===== config.mk =====
export PLATFORM = sky130hd
export DESIGN_NAME = i2c_rx_ctrl
export DESIGN_NICKNAME = d
export VERILOG_FILES = /design/src/rtl/i2c_rx_ctrl.sv
export SDC_FILE = /design/constraint.sdc
export NUM_CORES = 1
export LEC_CHECK = 0
export ABC_AREA = 1
export ABC_CLOCK_PERIOD_IN_PS = 2800
export CORE_UTILIZATION = 56
export CTS_CLUSTER_DIAMETER = 150
export CTS_CLUSTER_SIZE = 14
export DETAILED_ROUTE_END_ITERATION = 8
export PLACE_DENSITY = 0.84
export SYNTH_ARGS = -nofsm -noshare
export SYNTH_HDL_FRONTEND = slang
export SYNTH_SLANG_ARGS = --single-unit

===== constraint.sdc =====
create_clock -name clk -period 2.8 [get_ports clk]
set_clock_uncertainty 0.1 [all_clocks]
set_input_delay 0.42 -clock clk [delete_from_list [all_inputs] [get_ports clk]]
set_output_delay 0.42 -clock clk [all_outputs]
set_load 0.05 [all_outputs]

===== src/rtl/i2c_rx_ctrl.sv =====
// I2C slave receive controller.
// Samples pre-synchronised SCL/SDA and detects START, repeated START and STOP.
// Matches the 7-bit address against NUM_ADDR programmable slots.
// Receives data bytes and drives ACK/NACK after a programmable hold delay.
// Each accepted byte is handed over on a valid/ready interface.
module i2c_rx_ctrl #(
   parameter int NUM_ADDR   = 2,
   parameter int HOLD_CNT_W = 4,
   parameter int IDX_W      = 1
) (
   input  logic                    clk,
   input  logic                    rst_an,
   input  logic                    enable,
   input  logic                    scl_s,
   input  logic                    sda_s,
   input  logic [7*NUM_ADDR-1:0]   addr_cfg,
   input  logic [NUM_ADDR-1:0]     addr_en,
   input  logic [HOLD_CNT_W-1:0]   hold_cycles,
   output logic                    sda_oe,
   output logic                    active,
   output logic [7:0]              rx_data,
   output logic                    rx_valid,
   input  logic                    rx_ready,
   output logic                    rx_first,
   output logic [IDX_W-1:0]        match_idx,
   output logic                    rd_req,
   output logic                    overrun
);

   typedef enum logic [3:0] {
      ST_IDLE, ST_ADDR_LO, ST_ADDR_HI, ST_AACK_LO, ST_AACK_HI,
      ST_DATA_LO, ST_DATA_HI, ST_DACK_LO, ST_DACK_HI, ST_IGNORE
   } state_t;

   state_t                r_state;
   state_t                w_state_nxt;
   logic                  r_scl_q, r_sda_q;
   logic [2:0]            r_bit_cnt;
   logic [7:0]            r_shift;
   logic                  r_rw;
   logic [HOLD_CNT_W-1:0] r_hold_cnt;
   logic                  r_hold_busy;
   logic                  r_oe_tgt;
   logic                  r_first_pend;
   logic                  r_sda_oe, r_active, r_rx_valid, r_rx_first;
   logic                  r_rd_req, r_overrun;
   logic [7:0]            r_rx_data;
   logic [IDX_W-1:0]      r_match_idx;

   logic                  w_scl_rise, w_scl_fall, w_start, w_stop;
   logic                  w_byte_done, w_accept;
   logic [NUM_ADDR-1:0]   w_slot_hit;
   logic                  w_hit;
   logic [IDX_W-1:0]      w_hit_idx;
   logic                  w_kill, w_addr_ack, w_rd_pulse, w_load_byte;
   logic                  w_ovr_pulse, w_oe_tgt, w_cnt_clr;

   assign w_scl_rise  = ~r_scl_q & scl_s;
   assign w_scl_fall  = r_scl_q & ~scl_s;
   assign w_start     = scl_s & r_scl_q & r_sda_q & ~sda_s;
   assign w_stop      = scl_s & r_scl_q & ~r_sda_q & sda_s;
   assign w_byte_done = w_scl_fall & (r_bit_cnt == 3'd7);
   // A byte can be taken when the output slot is empty or being emptied now
   assign w_accept    = ~r_rx_valid | rx_ready;
   assign w_hit       = |w_slot_hit;

   // Per-slot address compare, then lowest enabled matching slot wins
   always_comb begin
      w_slot_hit = '0;
      w_hit_idx  = '0;
      for (int i = 0; i < NUM_ADDR; i++) begin
         w_slot_hit[i] = addr_en[i] & (addr_cfg[7*i +: 7] == r_shift[7:1]);
      end
      for (int i = NUM_ADDR - 1; i >= 0; i--) begin
         w_hit_idx = w_slot_hit[i] ? IDX_W'(i) : w_hit_idx;
      end
   end

   // Next-state and decision logic; STOP, disable, repeated START take priority
   always_comb begin
      w_state_nxt = r_state;
      w_kill      = 1'b0;
      w_addr_ack  = 1'b0;
      w_rd_pulse  = 1'b0;
      w_load_byte = 1'b0;
      w_ovr_pulse = 1'b0;
      w_oe_tgt    = 1'b0;
      w_cnt_clr   = 1'b0;
      if (w_stop) begin
         w_state_nxt = ST_IDLE;
         w_kill      = 1'b1;
      end else if ((r_state != ST_IDLE) && !enable) begin
         w_state_nxt = ST_IGNORE;
         w_kill      = 1'b1;
      end else if ((r_state != ST_IDLE) && w_start) begin
         w_state_nxt = ST_ADDR_LO;
         w_kill      = 1'b1;
         w_cnt_clr   = 1'b1;
      end else begin
         case (r_state)
            ST_IDLE: begin
               if (w_start && enable) begin
                  w_state_nxt = ST_ADDR_LO;
                  w_cnt_clr   = 1'b1;
               end else begin
                  w_state_nxt = ST_IDLE;
               end
            end
            ST_ADDR_LO: w_state_nxt = w_scl_rise ? ST_ADDR_HI : ST_ADDR_LO;
            ST_ADDR_HI: begin
               if (w_byte_done) begin
                  if (w_hit) begin
                     w_state_nxt = ST_AACK_LO;
                     w_addr_ack  = 1'b1;
                     w_oe_tgt    = 1'b1;
                     w_rd_pulse  = r_shift[0];
                  end else begin
                     w_state_nxt = ST_IGNORE;
                  end
               end else begin
                  w_state_nxt = w_scl_fall ? ST_ADDR_LO : ST_ADDR_HI;
               end
            end
            ST_AACK_LO: w_state_nxt = w_scl_rise ? ST_AACK_HI : ST_AACK_LO;
            ST_AACK_HI: begin
               if (w_scl_fall) begin
                  w_state_nxt = r_rw ? ST_IGNORE : ST_DATA_LO;
               end else begin
                  w_state_nxt = ST_AACK_HI;
               end
            end
            ST_DATA_LO: w_state_nxt = w_scl_rise ? ST_DATA_HI : ST_DATA_LO;
            ST_DATA_HI: begin
               if (w_byte_done) begin
                  w_state_nxt = ST_DACK_LO;
                  w_load_byte = w_accept;
                  w_oe_tgt    = w_accept;
                  w_ovr_pulse = ~w_accept;
               end else begin
                  w_state_nxt = w_scl_fall ? ST_DATA_LO : ST_DATA_HI;
               end
            end
            ST_DACK_LO: w_state_nxt = w_scl_rise ? ST_DACK_HI : ST_DACK_LO;
            ST_DACK_HI: w_state_nxt = w_scl_fall ? ST_DATA_LO : ST_DACK_HI;
            ST_IGNORE:  w_state_nxt = ST_IGNORE;
            default:    w_state_nxt = ST_IDLE;
         endcase
      end
   end

   // Previous SCL/SDA samples for edge and condition detection
   always_ff @(posedge clk or negedge rst_an) begin
      if (!rst_an) begin
         r_scl_q <= 1'b1;
         r_sda_q <= 1'b1;
      end else begin
         r_scl_q <= scl_s;
         r_sda_q <= sda_s;
      end
   end

   // FSM state register
   always_ff @(posedge clk or negedge rst_an) begin
      if (!rst_an) begin
         r_state <= ST_IDLE;
      end else begin
         r_state <= w_state_nxt;
      end
   end

   // Bit counter, MSB-first shift register and captured R/W bit
   always_ff @(posedge clk or negedge rst_an) begin
      if (!rst_an) begin
         r_bit_cnt <= 3'd0;
         r_shift   <= 8'd0;
         r_rw      <= 1'b0;
      end else begin
         if (w_cnt_clr) begin
            r_bit_cnt <= 3'd0;
         end else if (w_scl_fall && ((r_state == ST_ADDR_HI) || (r_state == ST_DATA_HI))) begin
            r_bit_cnt <= r_bit_cnt + 3'd1;
         end
         if (w_scl_rise && ((r_state == ST_ADDR_LO) || (r_state == ST_DATA_LO))) begin
            r_shift <= {r_shift[6:0], sda_s};
         end
         if (w_addr_ack) begin
            r_rw <= r_shift[0];
         end
      end
   end

   // SDA drive: every SCL fall arms a delayed update, bus events release at once
   always_ff @(posedge clk or negedge rst_an) begin
      if (!rst_an) begin
         r_sda_oe    <= 1'b0;
         r_hold_busy <= 1'b0;
         r_hold_cnt  <= '0;
         r_oe_tgt    <= 1'b0;
      end else if (w_kill) begin
         r_sda_oe    <= 1'b0;
         r_hold_busy <= 1'b0;
      end else if (w_scl_fall) begin
         r_hold_busy <= 1'b1;
         r_hold_cnt  <= HOLD_CNT_W'(1);
         r_oe_tgt    <= w_oe_tgt;
      end else if (r_hold_busy) begin
         if (r_hold_cnt >= hold_cycles) begin
            r_sda_oe    <= r_oe_tgt;
            r_hold_busy <= 1'b0;
         end else begin
            r_hold_cnt  <= r_hold_cnt + HOLD_CNT_W'(1);
         end
      end
   end

   // Received-byte hand-off; independent of bus state once loaded
   always_ff @(posedge clk or negedge rst_an) begin
      if (!rst_an) begin
         r_rx_data    <= 8'd0;
         r_rx_valid   <= 1'b0;
         r_rx_first   <= 1'b0;
         r_first_pend <= 1'b0;
      end else begin
         if (w_load_byte) begin
            r_rx_data  <= r_shift;
            r_rx_valid <= 1'b1;
            r_rx_first <= r_first_pend;
         end else if (r_rx_valid && rx_ready) begin
            r_rx_valid <= 1'b0;
         end
         if (w_addr_ack) begin
            r_first_pend <= ~r_shift[0];
         end else if (w_load_byte) begin
            r_first_pend <= 1'b0;
         end
      end
   end

   // Status outputs: activity flag, matched slot and event pulses
   always_ff @(posedge clk or negedge rst_an) begin
      if (!rst_an) begin
         r_active    <= 1'b0;
         r_match_idx <= '0;
         r_rd_req    <= 1'b0;
         r_overrun   <= 1'b0;
      end else begin
         r_active  <= (w_state_nxt != ST_IDLE);
         r_rd_req  <= w_rd_pulse;
         r_overrun <= w_ovr_pulse;
         if (w_addr_ack) begin
            r_match_idx <= w_hit_idx;
         end
      end
   end

   assign sda_oe    = r_sda_oe;
   assign active    = r_active;
   assign rx_data   = r_rx_data;
   assign rx_valid  = r_rx_valid;
   assign rx_first  = r_rx_first;
   assign match_idx = r_match_idx;
   assign rd_req    = r_rd_req;
   assign overrun   = r_overrun;

endmodule


==> qor.txt <==
outcome = complete, no violations
Final Critical Period = 1.999 ns
CP arrival = 1.48 ns
DR WL met2 = 2233 um
Seq cells post-synth = 40
I/O pins = 41
syn_nets = 335
Synth Instances = 302
DR pass1 iterations = 4
YS warnings = 0
Seq/Total Area, Yosys = 44.02%
layout cell share with drive strength beyond 1 = 10.06%
# DRC = 0
CTS tree = yes
initial antenna violation count = 0
global-route wire length before repair = 8418 um
worst skew pair latency = 0.30 ns
FMAX = 500.3 MHz
final setup fails = 0
fraction of registers with async set/reset = 100.0%
Worst VDD drop = 0.0006709 V
most frequent cells after synthesis = nand2_1, inv_1, dfrtp_1, nand3_1, nor2_1
Die Ht = 65.81 um
HP Class = in2async
mean routed wirelength per cell = 12.31 um
number of max-cap violations = 0
chip width = 65.81 um
num rows = 22
synthesized area = 2280 um^2
vias in the first global route = 1,942
count of pins over their slew limit = 0
final instance area = 2844 um^2
Main synth FF type = dfrtp_1
Synth top area share = 41.71%
DR iter-0 viols = 152
HPWL after detailed placement = 3686 um
Worst slew margin = 42.41%
vias = 2,012
nets@finish = 380
setup TNS = 0 ns
Starting Density = 60.45%
Routed WL = 4875 um
worst setup path class = reg2out
H-tree levels = 2
largest net degree at the start of global routing = 41
hold buffers post-CTS = 0
Final Hold Viols = 0
Finished Layout Cells = 396
Root Driver = clkbuf_8
Placement Cell Area = 2723 um^2
top-count cell post-synth = nand2_1
post-CTS setup buffer count = 0
CP endpoint kind = primary output
top post-synthesis cells by area = dfrtp_1, nand2_1, inv_1
Metal-1 WL = 2325 um
CTS buffer count = 5
CP required = 2.28 ns
clock transition at the registers of the reported paths = 0.08 ns
Routed Antenna Nets = 0
Synth Area per Inst = 7.549 um^2
Placed Cells = 388
critical path's slowest cell = clkdlybuf4s50_1
synthesis-to-layout area growth = 24.75%
Placer Congestion = 0.8539
met3 wire length = 220 um
worst-path fanout max = 2
CP Cell Sequence = clkdlybuf4s50_1
# resized after CTS = 0
antenna cells = 0
delay-heaviest family, CP = buffers and inverters
clk buf depth = 2
Worst Hold Slack = 0.1246 ns
Port Buffer Count = 40
PwrDens = 639.9 nW/um^2
Static Leak = 1.467 nW
core area = 3771 um^2
via/cell ratio = 5.081
cell taking the most area after synthesis = dfrtp_1
Post-synth EDFFs = 0
WP buf/inv = 1
Synth cell types = 30
setup repair after global routing missed its margin = no
clock sinks = 40
top layer in use = met4
Congestion Overflow GR = 0
crit path launch type = flop
worst-margin pin slew = 0.8639 ns
final period utilization = 71.38%
die area = 4330 um^2
gr usage total = 25.95%
Critical Path Max Stage Delay = 0.81 ns
## layout by cell type (no fill, tap or decap)
cell type        synthesis  final
o21ai_0                 16     16
nand2_4                  1      1
nor2_2                   3      3
buf_4                    0      1
nand3_1                 25     25
nand3_2                  1      1
dfstp_2                  2      2
clkbuf_8                 0      6
nor2_4                   4      4
nand4_1                  3      3
a21boi_0                 1      1
o21bai_1                 1      1
inv_1                   46     46
inv_2                    7      7
a21oi_1                  5      5
nor4_1                   2      2
bufinv_16                0      1
clkinv_1                 1      1
dfrtp_1                 38     38
o21ai_1                 10     10
mux2_4                   1      1
o22ai_1                  1      1
clkinv_4                 0      1
xor2_1                   2      2
a21boi_1                 1      1
nor2_1                  20     20
nor2_8                   1      1
nand2_1                 90     90
clkdlybuf4s50_1          0     39
nand2_2                  5      5
xnor2_1                  5      5
ha_1                     7      7
buf_2                    1      1
## routing by layer
layer / global-route usage (%) / up-vias
met3: 5.862 / 9
met1: 32.96 / 915
met5: 0 / -
li1: - / 1034
met4: 10.60 / 0
met2: 42.35 / 54
## final timing paths
check | from | end | slack, ns | depth (start not counted)
min in group clk | rx_data[7] | rx_data[7] | 0.39 | 2
min reg2reg | rx_data[7] | rx_data[7] | 0.39 | 2
max | sda_oe | sda_oe | 0.80 | 1
max in group asynchronous | rst_an | r_shift[0] | 1.93 | 1
min | rst_an | overrun | 0.12 | 1
max reg2reg | r_scl_q | active | 0.97 | 9
## registers in the layout, summed over array words and instances (netlist names), 3 cells and up
| signal | flops |
|---|---|
| r_hold_cnt | 4 |
| r_bit_cnt | 3 |
| rx_data | 8 |
| r_shift | 8 |
| r_state | 4 |
## through the flow
step / util (%) / setup WS, ns / power (W)
CTS: 75.41 / 0.7871 / 0.001829
detailed placement: 72.20 / 0.5574 / 0.001322
finish: 75.41 / 0.8014 / 0.001820
global placement: 72.20 / 0.6119 / 0.001307
global route: 75.41 / 0.7108 / 0.001950
floorplan: - / 1.105 / 0.001160
## power breakdown
group | switching (W) | internal [W]
logic | 0.000351 | 0.000219
registers | 0.0000919 | 0.000662
clock network | 0.000205 | 0.000291
## final cells by class
| type | instances | area (um^2) |
|---|---|---|
| Clock buffer | 6 | 82.58 |
| Clock inverter | 2 | 38.79 |
| Fill cell | 283 | 927.1 |
| Inverter | 54 | 202.7 |
| Multi-Input combinational cell | 205 | 1054 |
| Sequential cell | 40 | 1003 |
| Tap cell | 48 | 60.06 |
| Timing Repair Buffer | 41 | 402.9 |
## kinds of logic (layout without fill, tap and decap cells)
| kind of cell | after synthesis | count (layout) | synth area share [%] |
|---|---|---|---|
| AOI/OAI and AO/OA | 35 | 35 | 8.069 |
| xor gates and xnor gates | 7 | 7 | 2.689 |
| adders and majority gates | 7 | 7 | 3.842 |
| buffers and inverters | 57 | 103 | 9.769 |
| DFF | 40 | 40 | 44.02 |
| muxes | 1 | 1 | 0.6584 |
| and+or+nand+nor | 155 | 155 | 30.95 |
Power figures use the tool's default switching activity.
==> RTL change (config.mk and constraints unchanged) <==
The 10 states of `state_t` get a one-hot encoding in 10 bits.
--- a/src/rtl/i2c_rx_ctrl.sv
+++ b/src/rtl/i2c_rx_ctrl.sv
@@ -27,9 +27,9 @@
    output logic                    overrun
 );
 
-   typedef enum logic [3:0] {
-      ST_IDLE, ST_ADDR_LO, ST_ADDR_HI, ST_AACK_LO, ST_AACK_HI,
-      ST_DATA_LO, ST_DATA_HI, ST_DACK_LO, ST_DACK_HI, ST_IGNORE
+   typedef enum logic [9:0] {
+      ST_IDLE = 10'b0000000001, ST_ADDR_LO = 10'b0000000010, ST_ADDR_HI = 10'b0000000100, ST_AACK_LO = 10'b0000001000, ST_AACK_HI = 10'b0000010000,
+      ST_DATA_LO = 10'b0000100000, ST_DATA_HI = 10'b0001000000, ST_DACK_LO = 10'b0010000000, ST_DACK_HI = 10'b0100000000, ST_IGNORE = 10'b1000000000
    } state_t;
 
    state_t                r_state;
Formal check against the unedited RTL: no difference found for any inputs over 10 cycles, from zero or initial values and one cycle with rst_an low; not proved beyond that.
==> RTL change against the unedited design <==
Clock power is 10% lower; final area rose by 17%; register-to-register slack improved by 30 ps; power increased by 14%; routed wire length is 25% higher; sequential cell count up 6; area after synthesis grew 21%; setup slack lost 2.0 ps; worst hold slack better by 55 ps; largest cell class unchanged.
==> RTL change: results (changes against the unedited design) <==
Status: finished clean
Largest net degree at the start of global routing: 47 (+15%)
Dpl ws: 543 ps (-14.5 ps)
Post-DP Area: 0.00322 mm² (+18%)
Post-CTS setup buffer count: 0 (unchanged)
Hpwl dp: 4750 µm (+29%)
Slew headroom: 0.338 (-0.0865)
Async set-or-reset flop fraction in the synthesized netlist: 1.00 (unchanged)
Post-synthesis area per instance: 7.63 µm² (+1.1%)
WL/cell: 12.8 µm (+4.2%)
Number of global-route vias before repair: 2401 (+24%)
Longest Clk Path Bufs: 2 (unchanged)
Worst Path Max Fanout: 2 (unchanged)
Gp weighted congestion: 0.912 (+6.8%)
Hold Crit Class: input pin to async pin
Overall routing resource usage: 0.257 (-0.00226)
Post-DRT Antenna Nets: 0 (unchanged)
Clock-pin slew on the worst setup and hold paths: 90 ps
Top delay family on crit path: buffers and inverters
Cell variety after synth: 33 (+10%)
Via density: 5.24 (+3.1%)
Root Buffer: clkbuf_8
Fin cells: 475 (+20%)
Dpl cells: 467 (+20%)
Max VDD drop: 406 µV (-40%)
Initial antenna violation count: 0 (unchanged)
Share of cells above drive strength 1: 0.142 (+0.0416)
Cts bufs inserted: 5 (unchanged)
Primary FF master, synth: dfrtp_1
N_diodes: 0 (unchanged)
I/O Buffers: 40 (unchanged)
First-pass GRT wire length: 10300 µm (+22%)
Largest reg by FF count: r_state
Most instantiated cells after synthesis: nand2_1 (105), inv_1 (52), dfrtp_1 (43)
P_comb: 777 µW (+36%)
Static Leak: 0.00170 µW (+16%)
Latest clock arrival within the worst-skew pair: 300 ps (about the same)
Final net count: 440 (+16%)
CP max stage delay: 810 ps (about the same)
Syn Nets: 395 (+18%)
1st-iter DRT viols: 173 (+14%)
P_int: 1260 µW (+7.6%)
Worst path slowest cell: clkdlybuf4s50_1
CTS HTree Levels: 2 (unchanged)
Drt first pass iters: 6 (+2)
Part of the Yosys area used for sequential elements: 0.418 (-0.0220)
YS warnings: 0 (unchanged)
Area contributors post-synth: dfrtp_1 (39%), nand2_1 (14%), inv_1 (7.1%)
Fill count: 384 (+36%)
Resized cells post-CTS: 0 (unchanged)
Clock network fraction of total power: 0.215 (-0.058)
Arr. time, crit path: 1480 ps (about the same)
Max FFs per register: 10
[RTL change: cell type report]
type | count | area [µm²] | share of cell area
inverters | 60 | 233 | 0.0700
multi-input cells | 254 | 1360 | 0.407
clock inverters | 1 | 8.76 | 0.00263
flip-flops and latches | 46 | 1150 | 0.347
repair buffers | 40 | 395 | 0.119
clock buffers | 7 | 96.3 | 0.0290
well taps | 67 | 83.8 | 0.0252
[RTL change: per-layer routing]
layer,track usage,vias up,part of all wire
met5,0,-,0
met4,0.0937,0,0.025
met3,0.0597,12,0.058
met2,0.455,89,0.50
met1,0.305,1158,0.42
li1,-,1230,-
[RTL change: through the flow]
stage	total power (µW)	utilization
final	2080	0.704
after global routing	2230	0.704
after CTS	2080	0.704
after detailed placement	1640	0.682
after global placement	1620	0.682
after floorplan	1430	-
[RTL change: worst paths after layout]
path | to | slack (ps) | start | cells after the start
setup reg to reg | rx_first$_DFFE_PN0P_ | 1000 | r_scl_q$_DFF_PN1_ | 7
hold reg to reg | rx_data[6]$_DFFE_PN0P_ | 390 | rx_data[6]$_DFFE_PN0P_ | 2
min in group clk | rx_data[6]$_DFFE_PN0P_ | 390 | rx_data[6]$_DFFE_PN0P_ | 2
max in group asynchronous | r_bit_cnt[2]$_DFFE_PN0P_ | 1800 | rst_an | 1
setup / recovery | rx_data[4] | 800 | rx_data[4]$_DFFE_PN0P_ | 1
hold / removal | active$_DFF_PN0_ | 180 | rst_an | 1
[RTL change: kinds of logic after synthesis]
kind of cell / share of synthesized area
buffers and inverters: 0.0911
adders and majority gates: 0.0317
and+or+nand+nor: 0.351
AOI/OAI and AO/OA: 0.0952
DFF: 0.418
xor gates and xnor gates: 0.0127
